<file path="src/rtl/stopwatch_time_counter.sv">
// stopwatch_time_counter
// Consumes the 100 Hz tick and accumulates centiseconds, seconds, minutes
// and hours under RUN/STOP/CLEAR control. All outputs are registered so the
// display formatter can sample them directly.
module stopwatch_time_counter #(
  parameter int MSEC_MAX = 100,
  parameter int SEC_MAX  = 60,
  parameter int MIN_MAX  = 60,
  parameter int HOUR_MAX = 24,
  localparam int MSEC_W  = $clog2(MSEC_MAX),
  localparam int SEC_W   = $clog2(SEC_MAX),
  localparam int MIN_W   = $clog2(MIN_MAX),
  localparam int HOUR_W  = $clog2(HOUR_MAX)
) (
  input  logic              clk,
  input  logic              rst,
  input  logic              i_tick_100hz,
  input  logic              i_run_stop,
  input  logic              i_clear,
  output logic [MSEC_W-1:0] o_msec,
  output logic [SEC_W-1:0]  o_sec,
  output logic [MIN_W-1:0]  o_min,
  output logic [HOUR_W-1:0] o_hour,
  output logic              o_running
);

  localparam logic [MSEC_W-1:0] MSEC_LAST = MSEC_W'(MSEC_MAX - 1);
  localparam logic [SEC_W-1:0]  SEC_LAST  = SEC_W'(SEC_MAX - 1);
  localparam logic [MIN_W-1:0]  MIN_LAST  = MIN_W'(MIN_MAX - 1);
  localparam logic [HOUR_W-1:0] HOUR_LAST = HOUR_W'(HOUR_MAX - 1);

  typedef enum logic [1:0] {
    ST_STOP  = 2'd0,
    ST_RUN   = 2'd1,
    ST_CLEAR = 2'd2
  } state_t;

  state_t state;

  logic msec_wrap;
  logic sec_wrap;
  logic min_wrap;
  logic hour_wrap;

  // Carry chain: each stage wraps only when it and every lower stage are at their last value.
  always_comb begin
    msec_wrap = (o_msec == MSEC_LAST);
    sec_wrap  = msec_wrap && (o_sec == SEC_LAST);
    min_wrap  = sec_wrap  && (o_min == MIN_LAST);
    hour_wrap = min_wrap  && (o_hour == HOUR_LAST);
  end

  // Control FSM plus count registers; a tick is counted on the current state, not the requested one.
  always_ff @(posedge clk) begin
    if (!rst) begin
      state     <= ST_STOP;
      o_running <= 1'b0;
      o_msec    <= '0;
      o_sec     <= '0;
      o_min     <= '0;
      o_hour    <= '0;
    end else begin
      case (state)
        ST_STOP: begin
          // Run/stop wins over clear when both arrive together.
          if (i_run_stop) begin
            state     <= ST_RUN;
            o_running <= 1'b1;
          end else if (i_clear) begin
            state     <= ST_CLEAR;
          end
        end
        ST_RUN: begin
          if (i_tick_100hz) begin
            o_msec <= msec_wrap ? '0 : o_msec + 1'b1;
            if (msec_wrap) o_sec  <= sec_wrap  ? '0 : o_sec + 1'b1;
            if (sec_wrap)  o_min  <= min_wrap  ? '0 : o_min + 1'b1;
            if (min_wrap)  o_hour <= hour_wrap ? '0 : o_hour + 1'b1;
          end
          if (i_run_stop) begin
            state     <= ST_STOP;
            o_running <= 1'b0;
          end
        end
        ST_CLEAR: begin
          o_msec    <= '0;
          o_sec     <= '0;
          o_min     <= '0;
          o_hour    <= '0;
          o_running <= 1'b0;
          state     <= ST_STOP;
        end
        default: begin
          state     <= ST_STOP;
          o_running <= 1'b0;
        end
      endcase
    end
  end

endmodule

</file>
<file path="config.mk">
export PLATFORM = sky130hd
export DESIGN_NAME = stopwatch_time_counter
export DESIGN_NICKNAME = d
export VERILOG_FILES = /design/src/rtl/stopwatch_time_counter.sv
export SDC_FILE = /design/constraint.sdc
export NUM_CORES = 1
export LEC_CHECK = 0
export ABC_AREA = 1
export ABC_CLOCK_PERIOD_IN_PS = 3100
export BUFFER_PORTS_ARGS = -buffer_cell sky130_fd_sc_hd__buf_2
export CELL_PAD_IN_SITES_DETAIL_PLACEMENT = 0
export CELL_PAD_IN_SITES_GLOBAL_PLACEMENT = 2
export CORE_ASPECT_RATIO = 1.75
export CORE_MARGIN = 2
export CORE_UTILIZATION = 31
export DETAILED_ROUTE_END_ITERATION = 8
export HOLD_SLACK_MARGIN = 0.12
export PLACE_DENSITY_LB_ADDON = 0.1
export SLEW_MARGIN = 20
export SYNTH_ARGS = -nofsm -noshare
export SYNTH_HDL_FRONTEND = slang
export SYNTH_SLANG_ARGS = --single-unit
</file>
<file path="constraint.sdc">
create_clock -name clk -period 3.1 [get_ports clk]
set_input_delay 0 -clock clk [delete_from_list [all_inputs] [get_ports clk]]
set_output_delay 0 -clock clk [all_outputs]
set_load 0.01 [all_outputs]
</file>
# == Word-level counts from Yosys, hierarchy flattened ==
# Index checks and enable logic that the tools add are counted.
# word_totals
ff_bits,27
inputBits,5
output_inout_bits,25
wordCells,56
# classes
addsub,4
eq_ne,13
muxes,22
n_reduce_logical,11
# ops
op,n
$mux 6,6
$pmux 6 s2,2
$mux 5,3
$mux 7,2
$pmux 7 s2,1
$add 6x1->6 const B,2
$eq 6x6->1 const B,2
$ne 2x2->1 const B,6
$pmux 5 s2,1
$reduce_and 3->1,3
$add 7x1->7 const B,1
$eq 7x7->1 const B,1
$mux 2,3
$reduce_and 2->1,3
$add 5x1->5 const B,1
$eq 5x5->1 const B,1
$pmux 2 s2,1
$logic_and 1x1->1,3
$ne 3x3->1 const B,1
$eq 2x1->1 const B,1
$eq 2x2->1 const B,1
$logic_not 2->1,1
$mux 1,2
$pmux 1 s2,1
$reduce_bool 2->1,1

# == Depth between registers and ports, before layout ==
# Gate-level depths: netlist of run 1.
# logic_depth
word_depth,8
depth_mapped,9
ltp_nobuf,9

# == Worst setup path before layout of run 1 ==
# No wires, ideal clock.
# synth_timing
path_type,register to register
startpoint,register o_sec[1]
endpoint,register o_hour[3]
setup_ns,0.122
arrival_time_ns,1.318
required_ns,2.978
setup_slack_ns,1.660
stages_incl_launch_ff,9
path_buffers,0
period_less_slack_ns,1.440
path_cell_list,dfxtp_1 ha_1 nand3_1 nor2_1 nand3_1 nor2_1 nor2_1 nand3_1 o21ai_0
# synth_via
elab_chain_cells,8
elab_cells_between_ends,10
cone_classes,eq/ne (2); mux (4); reduce/logical (4)
# synth_rtl
item,line_no,rtl
start: declaration,21,"output logic [SEC_W-1:0] o_sec,"
start signal: assignment,76,if (msec_wrap) o_sec <= sec_wrap ? '0 : o_sec + 1'b1;
$eq 6x6->1 *,48,sec_wrap = msec_wrap && (o_sec == SEC_LAST);
$logic_and 1x1->1 *,48,
$logic_and 1x1->1 *,49,min_wrap = sec_wrap && (o_min == MIN_LAST);
$logic_and 1x1->1,50,hour_wrap = min_wrap && (o_hour == HOUR_LAST);
$mux 5 (2 in series),78,if (min_wrap) o_hour <= hour_wrap ? '0 : o_hour + 1'b1;
$mux 5,74,if (i_tick_100hz) begin
$pmux 5 s2,63,case (state)
end signal: assignment,78,
end: declaration,23,"output logic [HOUR_W-1:0] o_hour,"
# Every way passes the cells marked *; elsewhere a longest branch is shown, timed or not. The select of a mux whose other input is x is not followed.
# A chain may end at the register's enable or synchronous reset.

# == Worst setup path in the final report of run 1 ==
# layout_timing
startpoint,register o_sec[0]
endpoint,register o_hour[1]
# The elaborated chain is that of the path after synthesis.

==> impl_metrics.toml, run 1 <==
[outcome]
status = "finished, final reports clean"

[worst_setup_path]
critPathLaunch = "o_sec[0]$_SDFFE_PN0P_"
critical_path_class = "flip-flop to flip-flop"
max_stage_delay_ns = 0.38
r2r_start = "o_sec[0]$_SDFFE_PN0P_"
path_buf_inv = 1
rr_endpoint = "o_hour[1]$_SDFFE_PN0P_"
cp-start-kind = "flip-flop"
crit_end = "o_hour[1]$_SDFFE_PN0P_"
cp_cell_sequence = "ha_1 > nand3_1 > nor2_1 > nand4_1 > nand3_1 > inv_1 > nand2_1 > nand2_1"
arrival_ns = 1.87
cp.required_ns = 3.28
cp_top_family = "simple AND/OR/NAND/NOR gates"
ff2ff_path_depth = 8
regToRegSetupSlack_ns = 1.41
cp.depth = 8
slowest_stage = "dfxtp_1"
critPathMaxFanout = 4
worstSetupEndpointType = "flip-flop"

[synth]
syn_avg_cell_area_um2 = 6.89
post_synth_xor_area_fraction_pct = 2.47
synth_area_mm2 = 0.00142
yosys_warnings = 0
synth_sequential_area_ratio_pct = 38.1
synth_compound_area_share_pct = 13.0
synthCells = 206
yosys.area.top_type = "dfxtp_1"
synth_top_family_by_area = "simple AND/OR/NAND/NOR gates"
synth_nets = 215
synthMuxAreaShare_pct = 0
synthAdderAreaFrac_pct = 3.52
synth_seq_cells = 27
yosys-top-cells-area = "dfxtp_1 38%, nand2_1 12%, nor2_1 7.7%, a21oi_1 6.7%, inv_1 5.8%"
synth_top_cell_area_share_pct = 38.1
synth-simple-area-share_pct = 35.4
ys_types = 26

[timing]
period_needed_ns = 1.69
slew_headroom_pct = 68.9
tns_ns = 0
fin_crit_sh_pct = 54.5
setup_ws_ns = 1.41
slew_viol_final = 0
skew_ns = 0.00657
rsz0062_at_grt = "no"
setup_viol = 0
hold_viol = 0
fmax_mhz = 592
worst_slew_pin_slew_ns = 0.466

[cts]
cts_root_buf = "clkbuf_8"
clk_path_buf_depth = 2
clk_pin_slew_ns = 0.10
cts_setup_buffers = 0
clk_latency_ns = 0.28
cts_tree = "done"
post_cts_resize_count = 0
clock-sinks = 27
holdBufCountCts = 3
h-tree-depth = 1
numCtsBuffers = 3

[global_routing]
use_met1_pct = 17.3
first_global_vias = 1333
overflow = 0
grt_max_degree = 16
use_met2_pct = 28.0
grt_usage_pct = 15.4
met3_usage_pct = 1.92
grt_pass1_wl_mm = 5.89
grt_antenna_before_repair = 0
busiest_layer = "met2"

[finish]
final_layout_size_suffix_gt1_share_pct = 18.8
antenna_cells = 0
finalInstanceArea_mm2 = 0.00169
num-fill-cells = 496
utilization_pct = 38.4
finalNonFillerCells = 290
multi_input_area_um2 = 772
register_area_um2 = 541
area_growth_pct = 18.9
final_common_cell = "nand2_1"
final_nets = 249
final_cell_mix = "44 x nand2_1, 29 x nor2_1, 29 x buf_2"

[drt]
drt_pass1_iterations = 4
via_per_inst = 5.01
vias = 1452
avgRoutedWirePerCell_um = 12.3
drt_iter0_drc = 34
wl_mm = 3.57
route.detailed.drc = 0
antenna_left = 0

[pwr]
seq_power_share_pct = 58.4
p_int_mw = 0.454
power_density_mw_per_mm2 = 358
peakVddDrop_uv = 222
pwr-share-clk_pct = 34.6
swShare_pct = 24.9
leakage_nw = 0.770
comb_power_share_pct = 7.0
p_sw_mw = 0.150

[floorplanning]
num_io_pins = 30
die_w_um = 55.2
fp-row-count = 32
initial_core_util_pct = 32.2
core_mm2 = 0.00440
die_area_mm2 = 0.00516
die_height_um = 93.5

[flow_run]
max-cap-violations = 0

[min_path]
hp-class = "input pin to flip-flop"
hold-path-cell-count = 4

[placement]
dpl_cell_area_mm2 = 0.00161
dp_slack_ns = 1.39
dp_hpwl_mm = 2.74
port_buffers = 29
gp_congestion = 0.752
post-place-cells = 283
[cells by family (layout without fill, tap and decap cells)]
family                     count (synthesis)  after routing
and+or+nand+nor                          109            109
AOI/OAI and AO/OA                         35             35
DFF                                       27             27
buffers and inverters                     27             60
adders and majority gates                  4              4
xor gates and xnor gates                   4              4
[stage by stage]
| step | hold slack (ns) | total power, mW |
|---|---|---|
| 4_1_cts | 0.188 | 0.618 |
| 5_1_grt | 0.226 | 0.633 |
| 2_1_floorplan | 0.0723 | 0.388 |
| 3_3_place_gp | 0.186 | 0.401 |
| 3_5_place_dp | 0.196 | 0.402 |
| 6_report | 0.183 | 0.605 |
[worst register-to-register path, stage by stage (launching register included)]
cell and delay, ns:
dfxtp_1 0.38, ha_1 0.23, nand3_1 0.10, nor2_1 0.26
nand4_1 0.24, nand3_1 0.20, inv_1 0.08, nand2_1 0.06
nand2_1 0.04
[area by class of cell]
cell class                      instances  share of cell area [%]
Clock buffer                            3                    2.44
Clock inverter                          1                   0.296
Inverter                               24                    5.41
Multi-Input combinational cell        152                    45.7
Sequential cell                        27                    32.0
Tap cell                               51                    3.78
Timing Repair Buffer                   32                    10.4
[registers in the layout, summed over array words and instances, names as in the netlist]
register   flops
o_sec          6
o_min          6
o_running      1
o_hour         5
state          2
o_msec         7
[layer usage]
| layer | wire [um] | up-vias |
|---|---|---|
| met5 | 0 | - |
| met4 | 57 | 0 |
| met3 | 87 | 4 |
| met2 | 1960 | 25 |
| met1 | 1460 | 687 |
| li1 | - | 736 |
[cells in the mapped netlist, drive strengths merged]
cell	instances
nand3b	2
ha	4
nand3	20
inv	23
xor2	4
buf	2
o21a	2
nand2	48
or2	1
a31oi	1
clkbuf	1
a211oi	1
o21ai	12
clkinv	1
nor2	31
nor3	3
nand4	4
a21oi	19
dfxtp	27
[power groups by stage]
| stage | logic, mW | registers (mW) | clock network (mW) |
|---|---|---|---|
| 2_1_floorplan | 0.0266 | 0.362 | 0 |
| 3_3_place_gp | 0.0401 | 0.361 | 0 |
| 3_5_place_dp | 0.0405 | 0.361 | 0 |
| 4_1_cts | 0.0433 | 0.353 | 0.221 |
| 5_1_grt | 0.0478 | 0.354 | 0.231 |
| 6_report | 0.0422 | 0.353 | 0.209 |
[how the worst min path moves through the flow]
stage,slack (ns),startpoint,endpoint
after global routing,0.23,i_tick_100hz,o_msec[0]$_SDFFE_PN0P_
final,0.18,i_tick_100hz,o_msec[0]$_SDFFE_PN0P_
after floorplan,0.07,i_run_stop,state[1]$_SDFFE_PN0P_
after detailed placement,0.20,i_run_stop,state[1]$_SDFFE_PN0P_
after global placement,0.19,i_run_stop,state[1]$_SDFFE_PN0P_
after CTS,0.19,i_tick_100hz,o_msec[0]$_SDFFE_PN0P_
(Power assumes the default switching activity.)
==> run 2: changes to the inputs <==
Settings changed: ABC_CLOCK_PERIOD_IN_PS 3100 to 1400, CORE_UTILIZATION 31 to 26.
Clock period 3.1 ns to 1.4 ns, I/O delays scaled along.
==> run 2 against run 1 <==
Effect of this change: non-clock buffer count up 36; flip-flop and latch count unchanged; global-route usage is essentially flat; combinational power rose to 3.0 times the previous value; die area up 18%; sequential power rose by 120%; total power increased by 130%; first-iteration DRC count rose by 24%; maximum frequency up 22%; clock-buffer cell count rose by 1; hold slack lost 0.025 ns; critical path type unchanged; critical endpoint unchanged; largest cell class unchanged; largest power group unchanged.
==> impl_metrics.toml, run 2 (synthesis gave the netlist of run 1 again) <==
[drt]
vias = 1563
antenna_left = 0
drt_iter0_drc = 42
drt_pass1_iterations = 4
route.detailed.drc = 0
via_per_inst = 4.74
wl_mm = 4.30
avgRoutedWirePerCell_um = 13.0

[cts]
cts_root_buf = "clkbuf_8"
h-tree-depth = 1
numCtsBuffers = 3
clk_latency_ns = 0.27
clk_pin_slew_ns = 0.09
clock-sinks = 27
clk_path_buf_depth = 2
cts_tree = "done"

[global_routing]
overflow = 0
grt_usage_pct = 15.4
grt_antenna_before_repair = 0
first_global_vias = 1610
grt_max_degree = 15
grt_pass1_wl_mm = 7.31

[timing]
setup_viol = 0
fmax_mhz = 719
period_needed_ns = 1.39
rsz0062_at_grt = "yes"
slew_viol_final = 0
slew_headroom_pct = 81.3
hold_viol = 0
hold_ws_ns = 0.158
skew_ns = 0.00610
tns_ns = 0
worst_slew_pin_slew_ns = 0.279
fin_crit_sh_pct = 99.3

[pwr]
comb_power_share_pct = 9.2
peakVddDrop_uv = 451
finalPower_mw = 1.36
p_sw_mw = 0.333
pwr-share-clk_pct = 33.4
power_density_mw_per_mm2 = 647
swShare_pct = 24.4
leakage_nw = 0.976
seq_power_share_pct = 57.4
p_int_mw = 1.03

[finish]
regMostFlops = "o_msec"
area_growth_pct = 48.2
top_regs = "o_msec x7, o_min x6, o_sec x6"
final_common_cell = "nand2_1"
final_layout_size_suffix_gt1_share_pct = 40.7
utilization_pct = 40.0
largest_reg_flops = 7
finalNonFillerCells = 330
final_nets = 285
antenna_cells = 0
final_cell_mix = "39 x nand2_1, 33 x buf_4, 29 x buf_2"

[worst_setup_path]
critPathLaunch = "o_sec[0]$_SDFFE_PN0P_"
critPathMaxFanout = 4
cp-start-kind = "flip-flop"
worstSetupEndpointType = "flip-flop"
regToRegSetupSlack_ns = 0.009
ff2ff_path_depth = 9
cp.required_ns = 1.57
critical_path_class = "flip-flop to flip-flop"
r2r_start = "o_sec[0]$_SDFFE_PN0P_"
crit_end = "o_hour[1]$_SDFFE_PN0P_"
arrival_ns = 1.56
rr_endpoint = "o_hour[1]$_SDFFE_PN0P_"

[floorplanning]
die_height_um = 102
num_io_pins = 30
die_w_um = 59.9
die_area_mm2 = 0.00609
core_mm2 = 0.00526
initial_core_util_pct = 27.0
fp-row-count = 35

[min_path]
hold_path_startpoint = "rst"
hp-class = "input pin to flip-flop"

[outcome]
status = "finished, final reports clean"

[flow_run]
max-cap-violations = 0

[placement]
port_buffers = 29
post-place-cells = 318
dp_hpwl_mm = 3.30
gp_congestion = 0.755
## run 2: cell types whose count changed in the layout (fill, tap and decap cells not counted), sizes merged
cell,previous run,this run
buf,29,65
clkbuf,3,4
clkinv,2,1
## run 2: cell type report
cell class / count / area [um^2]
multi-input cells: 152 / 891
fillers: 590 / 3150
clock buffers: 4 / 45.0
inverters: 24 / 91.3
flip-flops and latches: 27 / 552
well taps: 55 / 68.8
repair buffers: 68 / 457
## run 2: how the worst min path moves through the flow
stage,end,depth (start not counted)
after floorplan,state[1]$_SDFFE_PN0P_,1
after global placement,state[1]$_SDFFE_PN0P_,2
after detailed placement,state[1]$_SDFFE_PN0P_,2
after CTS,o_min[5]$_SDFFE_PN0P_,4
after global routing,o_msec[3]$_SDFFE_PN0P_,4
final,o_hour[2]$_SDFFE_PN0P_,5
## run 2: worst max-delay path, cell delays in order, from the launching register on
cell and delay (ns):
dfxtp_2 0.36, ha_4 0.17, nand3_4 0.08, nor2_4 0.16, nand4_1 0.13, buf_6 0.15, nand3_2 0.10, inv_2 0.05
nand2_1 0.05, nand2_1 0.05
## run 2: timing repair
item / 4_1_cts / 5_1_grt
setup buffers: 4 / 1
pin swaps: 7 / 10
hold endpoints to repair: 8 / 0
hold buffers: 3 / 0
resized for setup: 23 / 23
setup endpoints to repair: 11 / 23
## run 2: power groups by stage
stage	Clock (mW)	Sequential [mW]	Combinational, mW
2_1_floorplan	0	0.801	0.0589
3_3_place_gp	0	0.798	0.113
3_5_place_dp	0	0.799	0.112
4_1_cts	0.481	0.782	0.122
5_1_grt	0.517	0.783	0.142
6_report	0.454	0.781	0.126
## run 2: stage by stage
stage | setup slack, ns | cell area (um^2)
6_report | 0.00944 | 2100
2_1_floorplan | 0.0117 | 1420
3_5_place_dp | -0.151 | 1850
3_3_place_gp | -0.105 | 1850
4_1_cts | -0.0216 | 2030
5_1_grt | -0.122 | 2100
## run 2: metal layers
metal | share of wire, % | track usage [%] | vias up
met5 | 0 | 0 | -
met4 | 0.61 | 3.59 | 0
met3 | 2.1 | 1.66 | 2
met2 | 56 | 30.1 | 20
met1 | 41 | 16.9 | 732
li1 | - | - | 809
